## src/rtl/pkt_readout_ctrl.sv

```systemverilog
// Read-side sequencer: pops frame lengths, walks the byte memory from a wrapping pointer and
// emits a GMII-style tx stream with a forced inter-frame gap. Define PKT_RD_CRC_STRIP_EN to drop FCS.
module pkt_readout_ctrl #(
  parameter int unsigned pADDR_W = 14,
  parameter int unsigned pLEN_W  = 11,
  parameter int unsigned pIFG    = 12
) (
  input  logic               iclk,
  input  logic               i_rst_n,
  input  logic               i_fifo_empty,
  input  logic [pLEN_W-1:0]  i_fifo_len,
  output logic               o_fifo_rd,
  output logic               o_mem_rd,
  output logic [pADDR_W-1:0] o_mem_addr,
  input  logic [7:0]         i_mem_data,
  input  logic               i_pause,
  output logic               o_tx_dv,
  output logic [7:0]         o_tx_data,
  output logic               o_busy,
  output logic               o_drop,
  output logic [15:0]        o_frame_cnt
);

`ifdef PKT_RD_CRC_STRIP_EN
  localparam bit StripEn = 1'b1;
`else
  localparam bit StripEn = 1'b0;
`endif

  // Gap counter must hold pIFG + 1 for the zero-length case.
  localparam int unsigned GapW = $clog2(pIFG + 2);

  typedef enum logic [1:0] {StIdle, StRead, StDrain, StGap} state_e;

  state_e             state_q, state_d;
  logic [pADDR_W-1:0] rd_ptr_q, rd_ptr_d;
  logic [pLEN_W-1:0]  remain_q, remain_d;
  logic [GapW-1:0]    gap_cnt_q, gap_cnt_d;
  logic [15:0]        frame_cnt_q, frame_cnt_d;
  logic               fifo_rd_q, fifo_rd_d;
  logic               drop_q, drop_d;
  logic               short_q, short_d;
  logic               rd_d1_q, dv_d1_q, tx_dv_q;
  logic [7:0]         tx_data_q;

  logic start, gap_done, pop, emit, count_ok;

  assign start    = !i_fifo_empty && !i_pause;
  assign gap_done = (gap_cnt_q == '0);
  // The final gap cycle doubles as the sampling cycle, so frames are exactly pIFG idle apart.
  assign pop      = start && ((state_q == StIdle) || ((state_q == StGap) && gap_done));
  assign emit     = !StripEn || (remain_q > pLEN_W'(4));
  assign count_ok = !(StripEn && short_q);

  always_comb begin
    state_d     = state_q;
    rd_ptr_d    = rd_ptr_q;
    remain_d    = remain_q;
    gap_cnt_d   = gap_cnt_q;
    frame_cnt_d = frame_cnt_q;
    short_d     = short_q;
    fifo_rd_d   = 1'b0;
    drop_d      = 1'b0;

    unique case (state_q)
      StIdle: ;
      StRead: begin
        rd_ptr_d = rd_ptr_q + pADDR_W'(1);
        remain_d = remain_q - pLEN_W'(1);
        if (remain_q == pLEN_W'(1)) begin
          state_d = StDrain;
        end
      end
      StDrain: begin
        // Last fetch has left stage 1, so the final byte is on the output this cycle.
        if (!rd_d1_q) begin
          if (count_ok) begin
            frame_cnt_d = frame_cnt_q + 16'd1;
          end
          gap_cnt_d = GapW'(pIFG - 1);
          state_d   = StGap;
        end
      end
      StGap: begin
        if (gap_done) begin
          state_d = StIdle;
        end else begin
          gap_cnt_d = gap_cnt_q - GapW'(1);
        end
      end
      default: state_d = StIdle;
    endcase

    if (pop) begin
      fifo_rd_d = 1'b1;
      remain_d  = i_fifo_len;
      short_d   = (i_fifo_len <= pLEN_W'(4));
      if (i_fifo_len == '0) begin
        // Two extra gap cycles keep the same pop spacing as a frame that went through READ.
        drop_d    = 1'b1;
        gap_cnt_d = GapW'(pIFG + 1);
        state_d   = StGap;
      end else begin
        drop_d  = StripEn && (i_fifo_len <= pLEN_W'(4));
        state_d = StRead;
      end
    end
  end

  always_ff @(posedge iclk or negedge i_rst_n) begin
    if (!i_rst_n) begin
      state_q     <= StIdle;
      rd_ptr_q    <= '0;
      remain_q    <= '0;
      gap_cnt_q   <= '0;
      frame_cnt_q <= '0;
      short_q     <= 1'b0;
      fifo_rd_q   <= 1'b0;
      drop_q      <= 1'b0;
    end else begin
      state_q     <= state_d;
      rd_ptr_q    <= rd_ptr_d;
      remain_q    <= remain_d;
      gap_cnt_q   <= gap_cnt_d;
      frame_cnt_q <= frame_cnt_d;
      short_q     <= short_d;
      fifo_rd_q   <= fifo_rd_d;
      drop_q      <= drop_d;
    end
  end

  // Stage 1 aligns with memory read latency; stage 2 registers the outgoing byte.
  always_ff @(posedge iclk or negedge i_rst_n) begin
    if (!i_rst_n) begin
      rd_d1_q   <= 1'b0;
      dv_d1_q   <= 1'b0;
      tx_dv_q   <= 1'b0;
      tx_data_q <= '0;
    end else begin
      rd_d1_q   <= o_mem_rd;
      dv_d1_q   <= o_mem_rd && emit;
      tx_dv_q   <= dv_d1_q;
      tx_data_q <= dv_d1_q ? i_mem_data : 8'h00;
    end
  end

  assign o_fifo_rd   = fifo_rd_q;
  assign o_drop      = drop_q;
  assign o_mem_rd    = (state_q == StRead);
  assign o_mem_addr  = rd_ptr_q;
  assign o_tx_dv     = tx_dv_q;
  assign o_tx_data   = tx_data_q;
  assign o_busy      = (state_q != StIdle);
  assign o_frame_cnt = frame_cnt_q;

endmodule

```

## config.mk

```make
export PLATFORM = sky130hd
export DESIGN_NAME = pkt_readout_ctrl
export DESIGN_NICKNAME = d
export VERILOG_FILES = /design/src/rtl/pkt_readout_ctrl.sv
export SDC_FILE = /design/constraint.sdc
export NUM_CORES = 1
export LEC_CHECK = 0
export BUFFER_PORTS_ARGS = -buffer_cell sky130_fd_sc_hd__buf_2
export CAP_MARGIN = 10
export CORE_MARGIN = 2
export CORE_UTILIZATION = 53
export CTS_CLUSTER_SIZE = 28
export DETAILED_ROUTE_END_ITERATION = 12
export PLACE_DENSITY = 0.78
export SLEW_MARGIN = 40
export SYNTH_ARGS = -nofsm -noshare
export SYNTH_HDL_FRONTEND = slang
export SYNTH_SLANG_ARGS = --single-unit
```

## constraint.sdc

```tcl
create_clock -name iclk -period 2.5 [get_ports iclk]
set_input_delay 0.25 -clock iclk [delete_from_list [all_inputs] [get_ports iclk]]
set_output_delay 0.25 -clock iclk [all_outputs]
set_load 0.005 [all_outputs]
```

## Word-level counts from Yosys, hierarchy flattened

Cells that the tools add are included.

- Register bits after elaboration: 59
- Input port bits: 23

- Add/sub/neg operators: 4
- Equality and inequality tests: 7
- Multiplexer cells: 17
- Bitwise logic cells: 1
- Reductions and logical operators: 14

Operator list:

| kind | number |
|---|---|
| $mux 11 | 2 |
| $add 16x1->16 const B | 1 |
| $mux 4 | 4 |
| $add 14x1->14 const B | 1 |
| $eq 11x1->1 const B | 1 |
| $logic_not 11->1 | 1 |
| $sub 11x1->11 const B | 1 |
| $mux 2 | 5 |
| $mux 8 | 1 |
| $pmux 4 s2 | 1 |
| $ne 3x3->1 const B | 2 |
| $pmux 2 s3 | 1 |
| $eq 2x2->1 const B | 2 |
| $logic_not 4->1 | 1 |
| $reduce_and 4->1 | 1 |
| $reduce_bool 2->1 | 2 |
| $reduce_bool 4->1 | 1 |
| $sub 4x1->4 const B | 1 |
| $logic_and 1x1->1 | 3 |
| $mux 1 | 3 |
| $ne 3x1->1 const B | 1 |
| $eq 2x1->1 const B | 1 |
| $logic_not 1->1 | 2 |
| $logic_not 2->1 | 1 |
| other kinds (3) | 3 |

## Logic depth before layout (Yosys ltp)

- Depth in word-level cells: 6
- Gate-level depth with buffers: 8
- Mapped depth without buffers: 7

## Worst setup path before layout

No wires, ideal clock.

- Path type: reg-to-reg
- Start: register gap_cnt_q[0]
- End: register remain_q[1]
- Arrival time: 1,634 ps
- Required time: 2,374 ps
- Path slack: 740 ps
- Cell stages (with the launch flop): 8
- Path buffers: 0
- Period minus slack after synthesis: 1,760 ps
- Cell sequence: dfrtp_1 -> inv_1 -> ha_1 -> nor3b_1 -> a21oi_4 -> clkinv_1 -> nor2_1 -> a221o_1

- Longest elaborated chain between the ends: 5
- Elaborated cells between the ends (all ways): 6
- Those cells by class: mux: 1; reduce/logical: 5

Ends and longest elaborated chain:

| item | RTL line | source |
|---|---|---|
| start, declared | 38 | `logic [GapW-1:0] gap_cnt_q, gap_cnt_d;` |
| start signal, assigned | 124 | `gap_cnt_q <= gap_cnt_d;` |
| $logic_not 4->1 * | 49 | `assign gap_done = (gap_cnt_q == '0);` |
| $logic_and 1x1->1 * | 51 | `assign pop = start && ((state_q == StIdle) \|\| ((state_q == StGap) && gap_done));` |
| $logic_or 1x1->1 * | 51 |  |
| $logic_and 1x1->1 * | 51 |  |
| $mux 11 / $reduce_bool 2->1 (equally long branches) | -- |  |
| end signal, assigned | 123 | `remain_q <= remain_d;` |
| end, declared | 37 | `logic [pLEN_W-1:0] remain_q, remain_d;` |

Mark *: on every way between the ends. The rest lies on a longest branch, timed or not.
A chain may end at the register's enable or synchronous reset.

## Final worst setup path

- Start: register gap_cnt_q[0]
- End: register gap_cnt_q[1]

- Longest elaborated chain between the ends: 5
- Elaborated cells between the ends (all ways): 9
- Those cells by class: add/sub: 1; mux: 4; reduce/logical: 4

Ends and longest elaborated chain:

| item | RTL line | source |
|---|---|---|
| $sub 4x1->4 / $logic_not 4->1 (equally long branches) | 88, 49 |  |
| $mux 4 / $logic_and 1x1->1 (equally long branches) | 85, 51 |  |
| $pmux 4 s2 / $logic_or 1x1->1 (equally long branches) | 65, 51 |  |
| $mux 4 / $logic_and 1x1->1 (equally long branches) | 98, 51 |  |
| $mux 4 * | 94 | `if (pop) begin` |
| net gap_cnt_d[1] | 38 |  |

The timed path passes the listed nets; every way through them passes the cells marked *.

==> impl_summary.txt <==
----------------------------------------------------
[Place]
  Placement-stage cell area ... 3140 um^2
  Cell total after placement ... around 380
  Number of I/O port buffers ... between 60 and 70
  Final HPWL DP ... 3900 um
  Routability Congestion ... approximately 0.85
  Worst setup slack before clock tree synthesis ... ~0.25 ns

[Final layout]
  Filler cell count ... 417
  Net count of the finished layout ... about 350
  Layout cell share with drive strength beyond 1 ... 30.7%
  Signed area change from the synthesized netlist to the final layout ... 23.8%
  Number of antenna diodes ... 0
  Non-filler cells, final ... 393
  Final instance area ... around 3400 um^2

[Clocking]
  Number of buffers created by CTS ... 9
  H-Tree Depth ... 3
  Clock latency on the worst-skew pair ... ~0.32 ns
  CTS tree ... built
  Post_cts resized ... 0
  Number of clock sinks ... about 60
  Number of buffers inserted to repair setup after CTS ... 0
  CTS clk-pin slew, worst paths ... ~0.070 ns
  Clk root buf ... sky130_fd_sc_hd__clkbuf_8
  Clock buffer depth ... 2
  Hold_buf cts ... 0

[Power and ir drop]
  Switching pwr ... 1100 uW
  Power share of the sequential group ... about 45%
  P_int ... around 2300 uW
  Relative contribution of combinational cells to total power ... 25.0%
  Fraction of power spent switching nets ... approximately 32%
  IR drop worst, VDD ... roughly 730 uV
  Total power draw ... 3410 uW
  Part of the total power dissipated in the clock network ... roughly 30%
  Total power density per cell area ... 1010 nW/um^2
  Leak pwr ... 0.00169 uW

[Timing]
  Worst-case headroom to the max-slew limit ... approximately half
  Number of hold violations in the final report ... 0
  Post-layout min period ... 2.26 ns
  Final Slew Violations ... 0
  Transition time at the pin with the least slew margin ... roughly 0.73 ns
  Setup slack of the critical path after layout ... 0.245 ns
  Unrepaired setup endpoints after global routing ... no
  Worst-case clock skew ... ~0.010 ns
  Final total negative setup slack ... 0 ns
  Maximum achievable frequency ... 443 MHz
  Number of failing setup endpoints in the final timing report ... 0
  Share of the clock period used by the worst path after layout ... about nine tenths

[Synth]
  Synth unique cells ... between 40 and 50
  Top cells by area, synth ... sky130_fd_sc_hd__dfrtp_1, sky130_fd_sc_hd__xor2_1, sky130_fd_sc_hd__xnor2_1, sky130_fd_sc_hd__nand2_1, sky130_fd_sc_hd__ha_1
  Post-Synthesis Cell Area ... 2740 um^2
  Post-synth net total ... roughly 270
  Number of standard cells after synthesis ... 244
  Number of synthesized flops with an enable pin ... 0
  Proportion of synthesized chip area in sequential cells ... between 50% and 60%
  Biggest area consumer among synthesized cells ... sky130_fd_sc_hd__dfrtp_1
  Share of synthesized registers carrying an async set or reset ... 100%
  Most common cell in the netlist ... sky130_fd_sc_hd__dfrtp_1
  Top cell type's share of synthesized area ... a little over half
  Most frequent cells after synthesis ... sky130_fd_sc_hd__dfrtp_1, sky130_fd_sc_hd__nand2_1, sky130_fd_sc_hd__xor2_1
  Avg Synthesized Cell Area ... around 11 um^2
  Most used flip-flop cell after synthesis ... sky130_fd_sc_hd__dfrtp_1
  Flip-flop and latch count after synthesis ... just under 60
  Warnings from Yosys ... 0

[Run status]
  Result of the run ... finished clean

[Setup path]
  Required time at the endpoint of the critical path ... between 2 and 3 ns
  Flop2flop setup slack ... 0.24 ns
  Critical Path End Type ... flop
  CP Class ... flop to flop
  Worst R2R Start ... gap_cnt_q[0]$_DFF_PN0_
  Beginning of the critical path ... gap_cnt_q[0]$_DFF_PN0_
  Startpoint type of the worst setup path ... flop
  Arr. time, crit path ... 2.51 ns
  Largest driver fanout on the critical path ... 19

[Drt]
  Total wire length after detailed routing ... between 5000 and 6000 um
  Wire per inst ... about 14 um
  Detailed Route Iter0 Violations ... between 70 and 80
  Detailed-routing iteration count for the pre-antenna-repair pass ... 4
  Remaining number of nets flagged by the antenna check after routing ... 0
  DRC violations left ... 0
  Vias per inst ... 5.36
  Total via count after detailed routing ... between 2000 and 2500

[Die]
  Width of the chip ... ~76 um
  Row count ... 26
  DIE AREA ... ~5800 um^2
  Initial core utilization ... between 50% and 60%
  Die span in y ... 75.8 um
  Ports ... 66
  Core Box Area ... 5040 um^2

[GRT]
  Total global-route track usage ... 20.6%
  Number of global-route vias before repair ... 2027
  Wire length of the first global-routing pass ... ~9000 um
  Remaining Overflow, GRT ... 0
  Number of antenna violations at the first check in global routing ... 0
  Maximum number of pins on one net before global-route repair ... 60

[Flow run]
  Max-cap violations ... 0

[Hold path]
  Path type of the worst min-delay path ... input pin to asynchronous set/reset pin

----------------------------------------------------
==> worst paths after layout <==
check,end,cells past startpoint
worst max-delay path,gap_cnt_q[1]$_DFF_PN0_,8
worst min-delay path,o_tx_data[0]$_DFF_PN0_,2
worst max register to register,gap_cnt_q[1]$_DFF_PN0_,8
worst min register to register,o_frame_cnt[15]$_DFFE_PN0P_,1
max in group asynchronous,o_mem_addr[1]$_DFFE_PN0P_,2
min in group iclk,o_tx_data[6]$_DFF_PN0_,2
==> layout make-up <==
cell class,count,area (um^2),area share [%]
inverters,11,41.3,1.22
repair buffers,68,348,10.3
clock buffers,13,179,5.28
multi-input cells,169,1190,35.0
clock inverters,3,67.6,2.00
flip-flops and latches,59,1480,43.6
well taps,70,87.6,2.59
==> power groups by stage <==
stage / Sequential (uW) / Clock [uW] / Combinational (uW)
final: 1520 / 1030 / 851
after global routing: 1560 / 1090 / 974
after CTS: 1520 / 1050 / 864
after detailed placement: 1530 / 0 / 864
after global placement: 1520 / 0 / 820
after floorplan: 1460 / 0 / 623
==> per-stage QoR <==
step                hold WS (ns)  utilization [%]
floorplan                -0.0456                -
global placement           0.437             62.3
detailed placement         0.442             62.3
CTS                       0.0906             67.1
global route               0.130             67.1
finish                    0.0727             67.1
==> cells in the final DEF, fill, tap and decap left out, types with 2 or more instances in the layout <==
| cell type | n |
|---|---|
| sky130_fd_sc_hd__buf_2 | 65 |
| sky130_fd_sc_hd__dfrtp_1 | 59 |
| sky130_fd_sc_hd__nand2_1 | 28 |
| sky130_fd_sc_hd__xor2_1 | 19 |
| sky130_fd_sc_hd__xnor2_1 | 13 |
| sky130_fd_sc_hd__clkbuf_8 | 13 |
| sky130_fd_sc_hd__nor2_1 | 12 |
| sky130_fd_sc_hd__nand3_1 | 11 |
| sky130_fd_sc_hd__inv_1 | 9 |
| sky130_fd_sc_hd__and2_1 | 9 |
| sky130_fd_sc_hd__nand4_1 | 8 |
| sky130_fd_sc_hd__nor4_1 | 7 |
| sky130_fd_sc_hd__o21ai_0 | 7 |
| sky130_fd_sc_hd__nor3_1 | 6 |
| sky130_fd_sc_hd__o211ai_1 | 5 |
| sky130_fd_sc_hd__ha_1 | 5 |
| sky130_fd_sc_hd__and3_1 | 4 |
| sky130_fd_sc_hd__nand4b_1 | 3 |
| sky130_fd_sc_hd__a221o_1 | 3 |
| sky130_fd_sc_hd__buf_4 | 3 |
| sky130_fd_sc_hd__nand2b_1 | 2 |
| sky130_fd_sc_hd__clkinv_1 | 2 |
| sky130_fd_sc_hd__and4bb_2 | 2 |
| sky130_fd_sc_hd__a22oi_1 | 2 |
| sky130_fd_sc_hd__mux2_2 | 2 |
| sky130_fd_sc_hd__nor4_2 | 2 |
| sky130_fd_sc_hd__bufinv_16 | 2 |
==> layer usage <==
metal | share of wire [%] | wire [um] | GRT usage [%] | vias up
li1 | - | - | - | 1010
met2 | 47 | 2570 | 31.8 | 64
met4 | 1.8 | 97 | 8.97 | 0
met5 | 0 | 0 | 0 | -
met3 | 4.0 | 219 | 3.57 | 12
met1 | 47 | 2580 | 28.5 | 1020
==> sequential cells by signal, indices dropped and copies added, names as in the netlist <==
signal	count
state_q	2
o_tx_data	8
o_fifo_rd	1
o_mem_addr	14
o_tx_dv	1
remain_q	11
dv_d1_q	1
o_drop	1
o_frame_cnt	16
gap_cnt_q	4
==> kinds of logic (layout without fill, tap and decap cells) <==
| logic type | count (synthesis) | after routing | synth area share [%] |
|---|---|---|---|
| AO/OA/AOI/OAI | 24 | 24 | 6.77 |
| XOR/XNOR | 32 | 32 | 10.2 |
| adder cells (fa/ha/maj) | 5 | 5 | 2.29 |
| buffers and inverters | 16 | 95 | 2.65 |
| flip-flops | 59 | 59 | 54.0 |
| multiplexers | 2 | 2 | 0.823 |
| AND/OR/NAND/NOR | 106 | 106 | 23.2 |
==> critical path: stages, from the launching register on <==
cell                       delay, ns
sky130_fd_sc_hd__dfrtp_1        0.39
sky130_fd_sc_hd__inv_1          0.07
sky130_fd_sc_hd__ha_1           0.21
sky130_fd_sc_hd__nor3b_1        0.14
sky130_fd_sc_hd__buf_4          0.15
sky130_fd_sc_hd__a21oi_4        0.18
sky130_fd_sc_hd__clkinv_1       0.42
sky130_fd_sc_hd__nand4_1        0.40
sky130_fd_sc_hd__o311a_1        0.21
Note: power is estimated with default switching activity, not from simulation.
